<file path="src/rtl/apb_regbank_slave.sv">
// apb_regbank_slave: APB3 completer for the student-record bank with wait states; define APB_REGBANK_PSLVERR_EN to report bad accesses on PSLVERR
module apb_regbank_slave #(
   parameter int unsigned WAIT_STATES = 1,
   parameter logic [31:0] ID_VALUE    = 32'h4C414231
) (
   input  logic        PCLK,
   input  logic        PRESET,
   input  logic        PSEL,
   input  logic        PENABLE,
   input  logic        PWRITE,
   input  logic [31:0] PADDR,
   input  logic [31:0] PWDATA,
   output logic [31:0] PRDATA,
   output logic        PREADY,
   output logic        PSLVERR
);
   typedef enum logic [1:0] {IDLE, WAIT, DONE} state_t;
   localparam logic [2:0] WS = 3'(WAIT_STATES);
   state_t      state, state_nx;
   logic [2:0]  wcnt, wcnt_nx;
   logic [31:0] addr_q, wdata_q;
   logic        write_q, err_q;
   logic [31:0] reg_num, reg_date, reg_surname, reg_name;
   logic [15:0] cnt;
   logic        setup, complete, acc_write, acc_err;
   logic [31:0] acc_addr, rdata;
   // Next state; a setup seen in DONE chains straight into the next transfer, PSEL dropping in WAIT aborts.
   always_comb begin
      setup    = PSEL && !PENABLE;
      state_nx = state;
      wcnt_nx  = wcnt;
      complete = 1'b0;
      case (state)
         WAIT: begin
            state_nx = !PSEL ? IDLE : (wcnt <= 3'd1) ? DONE : WAIT;
            wcnt_nx  = (!PSEL || wcnt <= 3'd1) ? 3'd0 : wcnt - 3'd1;
            complete = PSEL && wcnt <= 3'd1;
         end
         default: begin
            state_nx = setup ? ((WS == 3'd0) ? DONE : WAIT) : IDLE;
            wcnt_nx  = setup ? WS : wcnt;
            complete = setup && (WS == 3'd0);
         end
      endcase
   end
   // Decode the completing access: live bus for a zero-wait setup, latched copy otherwise.
   always_comb begin
      acc_addr  = (state == WAIT) ? addr_q : PADDR;
      acc_write = (state == WAIT) ? write_q : PWRITE;
      acc_err   = (acc_addr[1:0] != 2'b00) || (acc_addr > 32'h14) || (acc_write && acc_addr == 32'h14);
      case (acc_addr[4:2])
         3'd0:    rdata = reg_num;
         3'd1:    rdata = reg_date;
         3'd2:    rdata = reg_surname;
         3'd3:    rdata = reg_name;
         3'd4:    rdata = {16'h0, cnt};
         3'd5:    rdata = ID_VALUE;
         default: rdata = 32'h0;
      endcase
   end
   // State register and wait counter.
   always_ff @(posedge PCLK) begin
      state <= PRESET ? IDLE : state_nx;
      wcnt  <= PRESET ? 3'd0 : wcnt_nx;
   end
   // Capture the setup phase so later bus changes cannot disturb the transfer.
   always_ff @(posedge PCLK) begin
      if (PRESET) begin
         addr_q  <= 32'h0;
         wdata_q <= 32'h0;
         write_q <= 1'b0;
      end else if (setup && state != WAIT) begin
         addr_q  <= PADDR;
         wdata_q <= PWDATA;
         write_q <= PWRITE;
      end
   end
   // Response registers: PREADY/error pulse for the DONE cycle, PRDATA only moves on a completing read.
   always_ff @(posedge PCLK) begin
      if (PRESET) begin
         PREADY <= 1'b0;
         err_q  <= 1'b0;
         PRDATA <= 32'h0;
      end else begin
         PREADY <= complete;
         err_q  <= complete && acc_err;
         if (complete && !acc_write) PRDATA <= acc_err ? 32'h0 : rdata;
      end
   end
   // Commit on the closing edge of DONE; a CNT write clears the counter instead of counting itself.
   always_ff @(posedge PCLK) begin
      if (PRESET) begin
         reg_num     <= 32'h0;
         reg_date    <= 32'h0;
         reg_surname <= 32'h0;
         reg_name    <= 32'h0;
         cnt         <= 16'h0;
      end else if (state == DONE && !err_q) begin
         if (write_q && addr_q[4:2] == 3'd0) reg_num <= wdata_q;
         if (write_q && addr_q[4:2] == 3'd1) reg_date <= wdata_q;
         if (write_q && addr_q[4:2] == 3'd2) reg_surname <= wdata_q;
         if (write_q && addr_q[4:2] == 3'd3) reg_name <= wdata_q;
         cnt <= (write_q && addr_q[4:2] == 3'd4) ? 16'h0 : cnt + 16'h1;
      end
   end
`ifdef APB_REGBANK_PSLVERR_EN
   assign PSLVERR = err_q;
`else
   assign PSLVERR = 1'b0;
`endif
endmodule

</file>
<file path="config.mk">
export PLATFORM = sky130hd
export DESIGN_NAME = apb_regbank_slave
export DESIGN_NICKNAME = d
export VERILOG_FILES = /design/src/rtl/apb_regbank_slave.sv
export SDC_FILE = /design/constraint.sdc
export NUM_CORES = 1
export LEC_CHECK = 0
export ABC_AREA = 0
export BUFFER_PORTS_ARGS = -buffer_cell sky130_fd_sc_hd__buf_2
export CAP_MARGIN = 25
export CORE_MARGIN = 1.5
export CORE_UTILIZATION = 30
export CTS_CLUSTER_DIAMETER = 150
export DETAILED_ROUTE_END_ITERATION = 6
export SETUP_SLACK_MARGIN = 0.3
export SKIP_LAST_GASP = 1
export SLEW_MARGIN = 40
export SYNTH_ARGS = -nofsm -noshare
export SYNTH_HDL_FRONTEND = slang
export SYNTH_SLANG_ARGS = --single-unit
export TNS_END_PERCENT = 50
</file>
<file path="constraint.sdc">
create_clock -name PCLK -period 3.1 [get_ports PCLK]
set_input_delay 0.62 -clock PCLK [delete_from_list [all_inputs] [get_ports PCLK]]
set_output_delay 0.62 -clock PCLK [all_outputs]
set_load 0.005 [all_outputs]
</file>
---- After elaboration in Yosys (flattened, before gate mapping) ----
Cells that the tools add are included.
word-level totals
  register bits after elaboration ......... 248
  output and inout port bits .............. 34
  word-level logic and storage cells ...... 70
cells by class
  $add $sub $neg .......................... 2
  order comparisons ....................... 2
  equal/unequal tests ..................... 13
  muxes and demuxes ....................... 13
  reductions and logical operators ........ 27
operator list
  operator                                                        count
  one-hot mux 32 bit (6 select lines)                             1
  2-to-1 mux 32 bit                                               2
  == test 32 x 5 -> 1 bit, second input constant                  1
  greater-than comparator 32 x 5 -> 1 bit, second input constant  1
  adder 16 x 1 -> 16 bit, second input constant                   1
  2-to-1 mux 16 bit                                               1
  == test 3 x 2 -> 1 bit, second input constant                   4
  logical AND 1 bit                                               12
  == test 3 bit, second input constant                            3
  2-to-1 mux 3 bit                                                3
  AND reduction 2 bit                                             4
  == test 3 x 1 -> 1 bit, second input constant                   2
  zero test 3 bit                                                 2
  2-to-1 mux 2 bit                                                3
  zero test 1 bit                                                 4
  nonzero test 2 bit                                              2
  <= comparator 3 x 1 -> 1 bit, second input constant             1
  logical OR 1 bit                                                3
  2-to-1 mux 1 bit                                                3
  subtractor 3 x 1 -> 3 bit, second input constant                1
  == test 2 x 1 -> 1 bit, second input constant                   1
  == test 2 bit, second input constant                            1
  != test 2 x 1 -> 1 bit, second input constant                   1

---- Longest topological paths before layout ----
  word-level depth ........................ 6
  depth in mapped cells ................... 8
  mapped depth without buffers ............ 6

---- Worst setup path before layout ----
OpenSTA, ideal clock, no wires.
  kind .................................... input port to flip-flop
  from .................................... in PADDR[2]
  to ...................................... reg PRDATA[13]
  data arrival time ....................... 2.075 ns
  required time ........................... 2.948 ns
  setup slack ............................. 0.874 ns
  stages on the path ...................... 6
  path buffers ............................ 2
  cells stage by stage .................... clkbuf_1 > a21oi_2 > buf_2 > mux2_2 > a222oi_1 > a221oi_2
on the way
  longest elaborated chain between the ends .. 5
  elaborated cells between the ends (all ways) .. 14
  those cells by class .................... order compare (1); eq/ne (6); mux (3); reduce/logical (4)
ends and longest elaborated chain
  what                                                                                line  text
  start: declaration                                                                  11    input logic [31:0] PADDR,
  2-to-1 mux 32 bit *                                                                 48    acc_addr = (state == WAIT) ? addr_q : PADDR;
  greater-than comparator 32 x 5 -> 1 bit or == test 32 x 5 -> 1 bit (tied branches)  50    acc_err = (acc_addr[1:0] != 2'b00) || (acc_addr > 32'h14) || (acc_write && acc_addr == 32'h14);
  logical OR 1 bit or logical AND 1 bit (tied branches)                               50
  logical OR 1 bit                                                                    50
  2-to-1 mux 32 bit *                                                                 87    if (complete && !acc_write) PRDATA <= acc_err ? 32'h0 : rdata;
  end signal: assignment                                                              87
  end: declaration                                                                    13    output logic [31:0] PRDATA,
Mark *: on every way between the ends. The rest lies on a longest branch, timed or not.
A chain may end at the register's enable or synchronous reset.

---- Worst setup path in the final report ----
  from .................................... reg state[1]
  to ...................................... reg PRDATA[9]
on the way
  longest elaborated chain between the ends .. 6
  elaborated cells between the ends (all ways) .. 20
  those cells by class .................... order compare (1); eq/ne (7); mux (5); reduce/logical (7)
ends and longest elaborated chain
  what                                                                   line        text
  start: declaration                                                     19          state_t state, state_nx;
  start signal: assignment                                               63          state <= PRESET ? IDLE : state_nx;
  == test 2 x 1 -> 1 bit *                                               33, 48, 49
  2-to-1 mux 32 bit                                                      48
  greater-than comparator 32 x 5 -> 1 bit, or another cell as far along  50
  logical OR 1 bit or logical AND 1 bit (tied branches)                  50
  logical OR 1 bit                                                       50
  2-to-1 mux 32 bit                                                      87
Marks and branches as above.

==> results.toml <==
[clocking]
path_clk_slew_ns = 0.06
cts_setup_buffers = 0
clk_latency_ns = 0.53
ctsHoldBuffers = 0
cts_buffers = 27
cts_resized = 0
cts_max_path_buffers = 3
htreeDepth = 1
cts_tree = "yes"
cts_root_buffer = "clkbuf_16"
cts.sinks = 248

[global_route]
grt_pass1_wl_mm = 48.4
gr-total-overflow = 0
top_usage_layer = "met2"
antenna_found_initial = 3
grtUsageMet1_pct = 22.8
grt_usage_pct = 16.8
grt_use_met3_pct = 2.41
grt_pass1_vias = 8783
grt_use_met2_pct = 28.0
grt_max_degree = 79

[floorplan]
start_util_pct = 30.4
die_h_um = 190
die_w_um = 190
pin_count = 103
core-area_sq_um = 34400
rows = 68
die_area_sq_um = 35900

[yosys]
yosysSeqAreaShare_pct = 47.6
netlist_area_sq_um = 10400
ys.flop_type = "dfxtp_1"
synth_cell_type_count = 67
synth_edf_count = 0
syn_avg_cell_area_sq_um = 8.45
syn-num-nets = 1306
synth_warnings = 0
synth_cells = 1235
synthArstFlopShare_pct = 0
ys_seq_elements = 248

[layout]
fin_cells = 1773
ff_latch_area_sq_um = 4960
drive_gt1_share_pct = 17.9
multiInputGateArea_sq_um = 5020
final_nets = 1370
num-fill-cells = 3576
syn2layout_area_growth_pct = 17.2

[sta]
rsz0062_at_grt = "false"
tns_ns = 0
period_needed_ns = 2.53
fin_worst_skew_ns = 0.00920
max_slew.worst_pin.slew_ns = 0.692
max_freq_mhz = 394
fin_crit_sh_pct = 81.8
drv_slew = 0
max_slew_margin_pct = 52.5
hold_ws_ns = 0.326
final_hold_viol_count = 0
finalSetupViolations = 0

[critical_path]
cp-endpoint = "PRDATA[9]$_SDFFE_PP0P_"
crit_path_start = "state[1]$_SDFF_PP0_"
critical_path_buf_inv_count = 2
crit_fanout = 32
cpMostUsedCell = "buf_4"
worstReg2RegStart = "state[1]$_SDFF_PP0_"
startpoint_type = "register"
worst-setup-path-type = "reg -> reg"
r2r_end = "PRDATA[9]$_SDFFE_PP0P_"
worstPathArrival_ns = 2.97
cp-end-kind = "register"
path_depth = 7
crit_family = "buffers and inverters"
required_ns = 3.54
cpMaxStageDelayCell = "dfxtp_1"
r2r_cells = 7
crit_path_max_incr_delay_ns = 0.49
path_cells = "nand2b_4 > buf_4 > mux2_4 > a21oi_4 > nand4_4 > buf_4 > a221oi_2"
reg2reg_slack_ns = 0.57

[placement]
place_congestion = 0.823
dp_cells = 1725
port_buffers = 101
dpl.hpwl_mm = 19.8

[detailed_routing]
route.antenna.remaining_nets = 0
first_pass_iters = 7
wirelength_mm = 30.4
vias = 9001
wl_per_cell_um = 17.2
drc = 2
viasPerCell = 5.08
drtIter0Drc = 648

[power_and_ir_drop]
finalPower_mw = 6.78
leakage_nw = 4.19
power_density_nw_per_um2 = 554
ir_worst_vdd_mv = 0.362

[outcome]
status = "complete, but fails checks"
violations = "DRC"

[min_path]
hold-path-cell-count = 3
min_path_type = "in -> reg"

[run]
max_cap_viol_count = 0
## per-stage QoR
step                worst slack (ns)  utilization, %  area [sq um]
detailed placement             0.446            33.1         11400
CTS                            0.436            35.6         12200
floorplan                      0.874               -         10400
global placement               0.562            33.1         11400
finish                         0.565            35.6         12200
global route                   0.437            35.6         12200
## area by class of cell
class	count	share of cell area [%]
Multi-Input combinational cell	887	41.1
Sequential cell	248	40.6
Timing Repair Buffer	130	6.58
Clock buffer	41	6.44
Tap cell	455	4.65
Clock inverter	6	0.511
Inverter	5	0.153
Antenna cell	1	0.0205
## where the power goes
| part | total (mW) | switching (mW) | internal (mW) |
|---|---|---|---|
| registers | 3.28 | 0.0502 | 3.23 |
| clock network | 3.10 | 1.27 | 1.83 |
| logic | 0.398 | 0.265 | 0.133 |
| total | 6.78 | 1.59 | 5.19 |
## worst register-to-register path, delay by kind of cell (launching register included)
| family | cells | cell delay [ns] |
|---|---|---|
| muxes | 1 | 0.41 |
| buffers and inverters | 2 | 0.55 |
| and+or+nand+nor | 2 | 0.47 |
| DFF | 1 | 0.49 |
| AOI/OAI and AO/OA | 2 | 0.52 |
## synth_stat cells (all sizes together) (3+ instances only)
| cell type | count | share of area, % |
|---|---|---|
| o21ai | 8 | 0.38 |
| a21o | 3 | 0.22 |
| clkbuf | 51 | 1.8 |
| nand4 | 9 | 0.68 |
| nor3 | 6 | 0.44 |
| xor2 | 8 | 0.67 |
| nand3 | 34 | 1.6 |
| a32o | 7 | 0.67 |
| a41o | 3 | 0.29 |
| a222oi | 19 | 1.8 |
| a221oi | 20 | 2.4 |
| o31ai | 17 | 1.3 |
| inv | 4 | 0.14 |
| and3 | 4 | 0.24 |
| nor2 | 69 | 2.5 |
| a21oi | 177 | 8.6 |
| buf | 44 | 2.6 |
| nand2 | 362 | 13 |
| xnor2 | 7 | 0.59 |
| mux2 | 32 | 3.5 |
| nor3b | 6 | 0.58 |
| nand3b | 3 | 0.22 |
| nand2b | 8 | 0.50 |
| mux2i | 41 | 4.2 |
| dfxtp | 248 | 48 |
| nor4 | 13 | 0.78 |
## state kept, by name, summed over array words and instances, names as in the netlist, 3 cells and up
name         flops
reg_name        32
reg_surname     32
PRDATA          32
reg_num         32
wcnt             3
cnt             16
reg_date        32
wdata_q         32
addr_q          32
## layout by cell type, fill, tap and decap left out, types with 12 or more instances in the layout
cell / Yosys / routed
a21oi_1: 175 / 175
a221oi_2: 12 / 12
a222oi_1: 19 / 19
buf_2: 26 / 100
buf_4: 9 / 23
clkbuf_16: 0 / 27
dfxtp_1: 248 / 248
mux2_2: 30 / 30
mux2i_1: 39 / 39
nand2_1: 362 / 361
nand3_1: 34 / 34
nor2_1: 69 / 69
nor4_1: 13 / 13
o31ai_1: 15 / 14
## cells by family after synthesis
logic type	Yosys count	synth area share, %
mux	73	7.66
simple gates	528	21.8
flops	248	47.6
other cells	1	0.0359
fa+ha+maj	2	0.240
compound gates	268	16.9
buf+inv	100	4.59
xor+xnor	15	1.26
## metal layers
metal  vias to the layer above  wire (um)  part of all wire [%]
met5                         -         10                 0.033
met4                         2        410                   1.3
met3                        36       1940                   6.4
met2                       282      14100                    46
met1                      4270      14000                    46
li1                       4411          -                     -
## worst min path at each step
stage                                     end  slack [ns]                       from
finish               wdata_q[22]$_SDFFE_PP0P_        0.33                 PWDATA[22]
global route          wdata_q[2]$_SDFFE_PP0P_        0.33                  PWDATA[2]
CTS                  wdata_q[23]$_SDFFE_PP0P_        0.31                 PWDATA[23]
detailed placement  reg_date[27]$_SDFFE_PP0P_        0.44  reg_date[27]$_SDFFE_PP0P_
global placement    reg_date[27]$_SDFFE_PP0P_        0.44  reg_date[27]$_SDFFE_PP0P_
floorplan           reg_date[26]$_SDFFE_PP0P_        0.43  reg_date[26]$_SDFFE_PP0P_
(Power assumes the default switching activity.)
